$ cat config.mk
export PLATFORM = sky130hd
export DESIGN_NAME = fetch_pc_unit
export DESIGN_NICKNAME = d
export VERILOG_FILES = /design/src/rtl/fetch_pc_unit.sv
export SDC_FILE = /design/constraint.sdc
export NUM_CORES = 1
export LEC_CHECK = 0
export BUFFER_PORTS_ARGS = -buffer_cell sky130_fd_sc_hd__buf_2
export CORE_ASPECT_RATIO = 1.2
export CORE_MARGIN = 2
export CORE_UTILIZATION = 43
export DETAILED_ROUTE_END_ITERATION = 7
export PLACE_DENSITY = 0.76
export SLEW_MARGIN = 0
export SYNTH_ARGS = -nofsm -noshare
export SYNTH_HDL_FRONTEND = slang
export SYNTH_SLANG_ARGS = --single-unit
$ cat constraint.sdc
create_clock -name clk -period 2 [get_ports clk]
set_clock_uncertainty 0.05 [all_clocks]
set_input_delay 0.3 -clock clk [delete_from_list [all_inputs] [get_ports clk]]
set_output_delay 0.3 -clock clk [all_outputs]
set_load 0.03 [all_outputs]
$ cat src/rtl/fetch_pc_unit.sv
// PC register and single-outstanding instruction fetch sequencer (REQ -> WAIT -> HOLD).
// Buffers one fetched word for decode, counts retirements and traps misaligned redirects.
module fetch_pc_unit #(
   parameter logic [31:0] RESET_PC = 32'h0000_0000,
   parameter logic [31:0] TRAP_PC  = 32'h0000_0100,
   parameter logic [31:0] PC_STEP  = 32'd4
) (
   input  logic        clk,
   input  logic        rst_n,
   input  logic        NextPCSrc,
   input  logic [31:0] ALURes,
   input  logic        Stall,
   output logic        IMemReq,
   output logic [31:0] IMemAddr,
   input  logic        IMemGnt,
   input  logic        IMemRvalid,
   input  logic [31:0] IMemRdata,
   output logic        InstValid,
   output logic [31:0] Inst,
   output logic [31:0] PC,
   output logic [31:0] PCPlus4,
   output logic        MisalignTrap,
   output logic [31:0] InstRet
);

   localparam logic [31:0] NOP = 32'h0000_0013;

   typedef enum logic [1:0] {
      S_REQ  = 2'd0,
      S_WAIT = 2'd1,
      S_HOLD = 2'd2
   } state_t;

   state_t      state_q, state_d;
   logic [31:0] pc_q, pc_d;
   logic [31:0] inst_q, inst_d;
   logic [31:0] instret_q, instret_d;
   logic        trap_q, trap_d;
   // Keeps the request low while in reset; set by the first edge after release.
   logic        req_en_q;

   always_ff @(posedge clk or negedge rst_n) begin
      if (!rst_n) begin
         state_q   <= S_REQ;
         pc_q      <= RESET_PC;
         inst_q    <= NOP;
         instret_q <= 32'd0;
         trap_q    <= 1'b0;
         req_en_q  <= 1'b0;
      end else begin
         state_q   <= state_d;
         pc_q      <= pc_d;
         inst_q    <= inst_d;
         instret_q <= instret_d;
         trap_q    <= trap_d;
         req_en_q  <= 1'b1;
      end
   end

   always_comb begin
      state_d   = state_q;
      pc_d      = pc_q;
      inst_d    = inst_q;
      instret_d = instret_q;
      trap_d    = 1'b0;
      case (state_q)
         S_REQ: begin
            // Rvalid without a grant belongs to an aborted request and is dropped.
            if (req_en_q && IMemGnt) begin
               if (IMemRvalid) begin
                  inst_d  = IMemRdata;
                  state_d = S_HOLD;
               end else begin
                  state_d = S_WAIT;
               end
            end
         end
         S_WAIT: begin
            if (IMemRvalid) begin
               inst_d  = IMemRdata;
               state_d = S_HOLD;
            end
         end
         S_HOLD: begin
            if (!Stall) begin
               instret_d = instret_q + 32'd1;
               state_d   = S_REQ;
               if (!NextPCSrc) begin
                  pc_d = pc_q + PC_STEP;
               end else if (ALURes[1:0] == 2'b00) begin
                  pc_d = {ALURes[31:1], 1'b0};
               end else begin
                  pc_d   = TRAP_PC;
                  trap_d = 1'b1;
               end
            end
         end
         default: state_d = S_REQ;
      endcase
   end

   assign IMemReq      = req_en_q && (state_q == S_REQ);
   assign IMemAddr     = pc_q;
   assign InstValid    = (state_q == S_HOLD);
   assign Inst         = inst_q;
   assign PC           = pc_q;
   assign PCPlus4      = pc_q + PC_STEP;
   assign MisalignTrap = trap_q;
   assign InstRet      = instret_q;

endmodule

==> impl_metrics.tcl, run 1 <==
set metrics [dict create \
    coreArea_um2 12100 \
    synth_area_leaders "dfrtp_1 45%, mux2_2 6.8%, xnor2_1 5.6%" \
    irDropWorstVdd_v 0.000532 \
    fin_ws_ps -433 \
    synth-async-reset-ratio_pct 100 \
    nets 864 \
    r2r_start "IMemAddr[2]" \
    clk_pin_slew_ps 70 \
    fp.dieH_um 125 \
    synth_most_common_cell "dfrtp_1" \
    worstHoldStart "IMemRvalid" \
    crit_type "register to output port" \
    whs_ps 69.9 \
    ff2ff_setup_slack_ps -80 \
    fillers 877 \
    yosys_register_bits 99 \
    netlist-cell-type-count 52 \
    violations "setup timing" \
    grt_max_degree 100 \
    critPathArrivalTime_ps 2080 \
    clk_latency_ps 340 \
    placementRows 44 \
    grt_pass1_wl_um 25700 \
    hold_viol_final 0 \
    netlist_top_cells_count "96 x dfrtp_1, 38 x nand2_1, 38 x nor2_1" \
    port_buffers 229 \
    period_share_pct 122 \
    r2r_end "IMemAddr[25]" \
    design_area_um2 8270 \
    cts_made_buffers 9 \
    drive_gt1_share_pct 60.5 \
    drc 0 \
    min_to "state_q[0]" \
    ys_warn_count 0 \
    place_hpwl_um 11400 \
    critPathMaxFanout 4 \
    die_area_um2 13200 \
    num_antenna_cells 0 \
    clockRootBuffer "clkbuf_16" \
    finalPower_mw 8.50 \
    io-pin-count 233 \
    min_period_ps 2430 \
    placed_area_um2 7300 \
    place_inst 917 \
    cts.sinks 99 \
    synth_top_cell_by_area "dfrtp_1" \
    synth_edf_count 0 \
    rsz0062_at_grt "true" \
    place_congestion 0.871 \
    slew_viol_final 0 \
    finish.utilization_pct 68.6 \
    status "complete, but fails checks" \
    r2r_cells 7 \
    cellPowerDensity_nw_per_um2 1030 \
    area_growth_pct 56.7 \
    pre_cts_ws_ps -133 \
    grt.total_usage_pct 24.3 \
    max-cap-violations 0 \
    grt_pass1_vias 5237 \
    yosysSeqAreaShare_pct 47.0 \
    relSlewSlack_pct 64.7 \
    crit_path_start_kind "register" \
    syn_area_per_cell_um2 10.3 \
    crit_required_ps 1650 \
    worstMarginPinSlew_ps 529 \
    hold_class "input port to register" \
    post_drt_via_cell_ratio 5.32 \
    htree_levels 3 \
    final_cells 958 \
    start_util_pct 43.8 \
    setup_viol 27 \
    antenna_found_initial 0 \
    firstDrtPassIters 4 \
    setup_tns_ps -6920 \
    wl_um 16200 \
    synthesis.area_um2 5280 \
    grt_overflow_total 0 \
    fmax_mhz 411 \
    die_w_um 105 \
    cts_buffer_depth 2 \
    vias 5095 \
    drt-initial-drc-count 255 \
    avgRoutedWirePerCell_um 16.9 \
    hold_depth 2 \
    drtAntennaViolNets 0 \
    cts_tree "built" \
    leakagePower_nw 4.11 \
    synthFlopType "dfrtp_1" \
    end_kind "output port" \
    synth_top_area_share_pct 45.5 \
    synthCells 512 \
]
## registers in the layout, indices dropped and copies added (netlist names)
register,cells
IMemAddr,31
state_q,2
Inst,32
MisalignTrap,1
req_en_q,1
InstRet,32
## cells by family (layout without fill, tap and decap cells)
family	Yosys count	count (layout)	synth area share, %
AND/OR/NAND/NOR	165	165	17.7
buffers and inverters	65	348	7.32
adder cells (fa/ha/maj)	2	2	0.474
AO/OA/AOI/OAI	88	88	10.7
multiplexers	32	32	6.82
other	2	4	0.142
flip-flops	99	99	47.0
XOR/XNOR	59	59	9.79
## area by class of cell
type | instances | area (um2) | share of cell area, %
inverters | 6 | 22.5 | 0.272
repair buffers | 326 | 2170 | 26.3
well taps | 161 | 201 | 2.43
multi-input cells | 350 | 3060 | 37.0
clock inverters | 7 | 71.3 | 0.862
clock buffers | 9 | 225 | 2.72
flip-flops and latches | 99 | 2510 | 30.4
## placed cells by master (no fill, tap or decap), types with 14 or more instances in the layout
| cell | count |
|---|---|
| dfrtp_2 | 27 |
| mux2_2 | 32 |
| nand3_1 | 14 |
| a22oi_1 | 14 |
| buf_4 | 74 |
| buf_2 | 202 |
| xnor2_1 | 25 |
| nor2_1 | 30 |
| dfrtp_1 | 69 |
| nand2_1 | 33 |
| buf_6 | 42 |
| o21ai_0 | 31 |
## layer usage
| layer | routed length [um] | vias to the layer above | share of wire, % | global-route usage [%] |
|---|---|---|---|---|
| met3 | 1010 | 32 | 6.2 | 4.38 |
| met4 | 412 | 0 | 2.5 | 8.86 |
| li1 | - | 2320 | - | - |
| met1 | 6190 | 2515 | 38 | 28.0 |
| met2 | 8590 | 228 | 53 | 44.5 |
| met5 | 0 | - | 0 | 0 |
## what timing repair did
action,in CTS,in global routing
hold endpoints to repair,81,0
setup endpoints to repair,25,37
gates resized for setup,97,33
pin swaps,24,23
hold buffers,1,0
buffers inserted,13,16
## critical path: stages (launching register included)
cell and delay (ps):
dfrtp_2 430, buf_6 120, nand3_4 80, or4_4 500, buf_6 170, nor2_4 130
xor2_4 160, buf_6 140
## worst max-delay path by stage
| stage | start | to | slack (ps) | depth (start not counted) |
|---|---|---|---|---|
| final | IMemAddr[2] | PCPlus4[21] | -430 | 7 |
| after global routing | IMemAddr[2] | PCPlus4[21] | -510 | 7 |
| after CTS | IMemAddr[2] | PCPlus4[21] | -420 | 7 |
| after detailed placement | IMemAddr[2] | PCPlus4[30] | -130 | 7 |
| after global placement | IMemAddr[3] | PCPlus4[30] | -120 | 7 |
| after floorplan | IMemAddr[5] | PCPlus4[23] | -270 | 5 |
## where the power goes
part / switching (mW) / leakage, nW / total [mW] / internal [mW]
sequential: 0.313 / 1.23 / 2.73 / 2.41
combinational: 2.57 / 2.74 / 4.07 / 1.50
clock: 0.824 / 0.139 / 1.70 / 0.879
(Power assumes the default switching activity.)
==> inputs of run 2 (changes only) <==
BUFFER_PORTS_ARGS = -buffer_cell sky130_fd_sc_hd__buf_4   (was -buffer_cell sky130_fd_sc_hd__buf_2)
==> run 2 against run 1 <==
- the flow still finishes with violations (setup timing)
- critical path depth is 1 lower
- clock power barely moved
- power up 2.3%
- critical path type unchanged
- largest power group unchanged
==> impl_metrics.tcl, run 2 (same netlist as run 1, synthesis figures left out) <==
set metrics [dict create \
    crit_type "register to output port" \
    cts_tree "built" \
    slowest_delay_ps 600 \
    worstMarginPinSlew_ps 526 \
    grt_overflow_total 0 \
    max-cap-violations 0 \
    cts_buffer_depth 2 \
    cp_num_buf_inv 2 \
    fmax_mhz 416 \
    firstDrtPassIters 4 \
    drt-initial-drc-count 186 \
    whs_ps 60.3 \
    avgRoutedWirePerCell_um 16.8 \
    drive_gt1_share_pct 58.3 \
    cellPowerDensity_nw_per_um2 1020 \
    place_inst 918 \
    crit_chain "nand3_4 -> or4_4 -> buf_6 -> nor2_4 -> xor2_4 -> buf_6" \
    critPathMaxFanout 4 \
    layout_common_cells "276 x buf_4, 69 x dfrtp_1, 33 x nand2_1" \
    cts.sinks 99 \
    r2r_cells 5 \
    port_buffers 229 \
    relSlewSlack_pct 64.9 \
    clockRootBuffer "clkbuf_16" \
    drtAntennaViolNets 0 \
    post_drt_via_cell_ratio 5.32 \
    cts_made_buffers 9 \
    violations "setup timing" \
    crit_path_start_kind "register" \
    clk_latency_ps 350 \
    die_area_um2 13200 \
    place_hpwl_um 11400 \
    final_common_cell "buf_4" \
    period_share_pct 120 \
    grt.total_usage_pct 23.7 \
    min_period_ps 2410 \
    setup_viol 21 \
    setup_tns_ps -6080 \
    critPathArrivalTime_ps 2060 \
    coreArea_um2 12100 \
    num_antenna_cells 0 \
    hold_class "input port to register" \
    slowest_stage "or4_4" \
    place_congestion 0.842 \
    path_depth 6 \
    grt_max_degree 100 \
    drc 0 \
    irDropWorstVdd_v 0.000623 \
    vias 5002 \
    status "complete, but fails checks" \
    cp_common_cell "buf_6" \
    hold_depth 2 \
    io-pin-count 233 \
    leakagePower_nw 4.02 \
    antenna_found_initial 0 \
    placementRows 44 \
    nets 846 \
    area_growth_pct 61.0 \
    fillers 834 \
    start_util_pct 43.8 \
    cp_top_family "simple AND/OR/NAND/NOR gates" \
    fin_ws_ps -406 \
    grt_pass1_vias 5157 \
    wl_um 15800 \
    htree_levels 3 \
    final_cells 940 \
    rsz0062_at_grt "true" \
    clk_pin_slew_ps 70 \
    hold_viol_final 0 \
    finish.utilization_pct 70.5 \
    fp.dieH_um 125 \
    die_w_um 105 \
    grt_pass1_wl_um 25400 \
    end_kind "output port" \
    crit_required_ps 1650 \
    slew_viol_final 0 \
]
## run 2: per-layer routing
metal / GRT usage [%] / part of all wire, % / vias to the layer above
met4: 9.25 / 2.6 / 0
met1: 29.2 / 39 / 2476
met5: 0 / 0 / -
met2: 41.1 / 51 / 214
met3: 4.59 / 6.9 / 27
li1: - / - / 2285
## run 2: power by group
group          switching, mW  internal (mW)  leakage (nW)
sequential             0.324           2.42          1.23
combinational           2.51           1.75          2.65
clock                  0.826          0.867         0.136
## run 2: repair_timing
action                     in CTS  in global routing
setup endpoints to repair      22                 31
setup buffers                   2                  4
hold buffers                    1                  0
pin swaps                       9                 10
resized for setup              47                 21
hold endpoints to repair       79                  0
## run 2: worst paths after layout
check,startpoint,slack (ps),to
hold reg to reg,InstRet[31],440,InstRet[31]
hold / removal,IMemRvalid,60,state_q[0]
setup / recovery,IMemAddr[9],-410,PCPlus4[21]
min in group asynchronous,rst_n,510,IMemAddr[5]
setup reg to reg,IMemAddr[9],50,IMemAddr[25]
max in group asynchronous,rst_n,970,IMemAddr[23]
## run 2: stage by stage
stage	power (mW)	worst slack [ps]	instance area (um2)
2_1_floorplan	5.36	-275	5740
3_3_place_gp	6.82	-104	7880
3_5_place_dp	6.89	-108	7880
4_1_cts	8.67	-392	8380
5_1_grt	9.05	-458	8500
6_report	8.70	-406	8500
## run 2: final cells by class
type	count	area, um2	share of cell area (%)
Multi-Input combinational cell	350	3010	35.4
Sequential cell	99	2510	29.6
Timing Repair Buffer	308	2470	29.0
Clock buffer	9	225	2.65
Tap cell	161	201	2.37
Clock inverter	7	60.1	0.707
Inverter	6	22.5	0.265
==> inputs of run 3 (changes only) <==
CORE_UTILIZATION = 52   (was 43)
CTS_BUF_LIST = sky130_fd_sc_hd__clkbuf_16   (was not set)
PLACE_DENSITY = 0.86   (was 0.76)
SKIP_LAST_GASP = 1   (was not set)
clock period = 2.8 ns   (was 2 ns; I/O delays follow)
==> run 3 against run 2 <==
- the flow now finishes without violations
- core utilization grew 2.8 points
- die area shrank 17%
- setup slack gained 490 ps
- register-to-register slack gained 560 ps
- routed wire length shrank 1.8%
- combinational power shrank 41%
- flip-flop and latch count is the same
- count of clock-buffer cells in the layout is the same
- via count shrank 5.5%
- cell count shrank 11%
- critical path type unchanged
==> impl_metrics.tcl, run 3 (same netlist as run 1, synthesis figures left out) <==
set metrics [dict create \
    status "completed" \
    drt-initial-drc-count 238 \
    crit_path_start_kind "register" \
    finish.utilization_pct 73.3 \
    cts_tree "built" \
    start_util_pct 53.0 \
    clk_pin_slew_ps 70 \
    max-cap-violations 0 \
    p_comb_share_pct 41.7 \
    cts_buffer_depth 2 \
    crit_chain "nand3_2 -> or4_4 -> nor3_2 -> xor2_1 -> buf_4" \
    whs_ps 14.6 \
    pwr-share-clk_pct 24.2 \
    r2r_start "state_q[1]" \
    fp.dieH_um 114 \
    area_growth_pct 38.3 \
    drive_gt1_share_pct 45.6 \
    io-pin-count 233 \
    grt_overflow_total 0 \
    placed_area_um2 6910 \
    wl_um 15500 \
    finalPower_mw 6.04 \
    r2r_cells 5 \
    share_seq_of_total_power_pct 34.2 \
    drc 0 \
    hold_class "input port to async pin" \
    slowest_stage "or4_4" \
    num_antenna_cells 0 \
    grt_pass1_vias 4696 \
    htree_levels 3 \
    place_congestion 0.914 \
    p_sw_mw 2.47 \
    final_common_cell "buf_4" \
    antenna_found_initial 0 \
    ff2ff_setup_slack_ps 610 \
    worstMarginPinSlew_ps 792 \
    period_share_pct 97.1 \
    vias 4727 \
    fin_ws_ps 79.9 \
    sw_frac_of_total_pct 41.0 \
    post_drt_via_cell_ratio 5.64 \
    place_hpwl_um 11400 \
    end_kind "output port" \
    grt_pass1_wl_um 23600 \
    setup_viol 0 \
    crit_required_ps 2330 \
    rsz0062_at_grt "true" \
    cellPowerDensity_nw_per_um2 827 \
    drtAntennaViolNets 0 \
    die_area_um2 11000 \
    final_cells 838 \
    slowest_delay_ps 660 \
    coreArea_um2 9960 \
    critPathMaxFanout 11 \
    min_period_ps 2720 \
    fmax_mhz 368 \
    pre_cts_ws_ps 308 \
    leakagePower_nw 3.51 \
    crit_type "register to output port" \
    cts_hold_buf 0 \
    clockRootBuffer "clkbuf_16" \
    slew_viol_final 0 \
    clk_latency_ps 350 \
    intPower_mw 3.57 \
    cts.sinks 99 \
    port_buffers 229 \
    design_area_um2 7300 \
    relSlewSlack_pct 47.2 \
    layout_common_cells "240 x buf_4, 85 x dfrtp_1, 38 x nand2_1" \
    grt_max_degree 61 \
    die_w_um 96.0 \
    firstDrtPassIters 5 \
    nets 779 \
    critPathArrivalTime_ps 2250 \
    cts_made_buffers 9 \
    grt.total_usage_pct 27.8 \
    avgRoutedWirePerCell_um 18.5 \
    irDropWorstVdd_v 0.000397 \
    place_inst 821 \
    r2r_end "IMemAddr[3]" \
    hold_viol_final 0 \
    setup_tns_ps 0 \
    placementRows 40 \
]
==> run 3: area by class of cell <==
| class | instances | area [um2] |
|---|---|---|
| fill | 716 | 2660 |
| sequential | 99 | 2490 |
| multi-input combinational | 350 | 2460 |
| timing repair buffer | 241 | 1820 |
| clock buffer | 9 | 225 |
| tap | 126 | 158 |
| clock inverter | 7 | 123 |
| inverter | 6 | 22.5 |
==> run 3: critical path, delay by kind of cell, from the launching register on <==
family	cells	cell delay, ps
buffers and inverters	1	180
AND/OR/NAND/NOR	3	1070
XOR/XNOR	1	180
flip-flops	1	470
==> run 3: power by group through the flow <==
stage | Sequential (mW) | Clock (mW) | Combinational, mW
finish | 2.06 | 1.46 | 2.52
global route | 2.11 | 1.53 | 2.64
CTS | 2.05 | 1.48 | 2.53
detailed placement | 2.07 | 0 | 2.52
global placement | 2.03 | 0 | 2.49
floorplan | 2.52 | 0 | 1.13
==> run 3: worst max path at each step <==
stage / startpoint / end
4_1_cts: IMemAddr[2] / PCPlus4[30]
2_1_floorplan: IMemAddr[5] / PCPlus4[30]
3_5_place_dp: IMemAddr[2] / PCPlus4[30]
3_3_place_gp: IMemAddr[2] / PCPlus4[30]
5_1_grt: IMemAddr[17] / PCPlus4[26]
6_report: IMemAddr[12] / PCPlus4[23]
==> run 3: repair_timing <==
action | 4_1_cts | 5_1_grt
setup endpoints to repair | 4 | 9
cloned | 0 | 0
buffers inserted | 0 | 1
resized for setup | 3 | 13
pin swaps | 0 | 1
==> run 3: per-layer routing <==
metal / global-route usage, % / part of all wire [%] / up-vias
li1: - / - / 2162
met1: 31.0 / 37 / 2299
met2: 49.8 / 52 / 227
met3: 4.81 / 7.4 / 39
met4: 14.2 / 3.7 / 0
met5: 0 / 0 / -
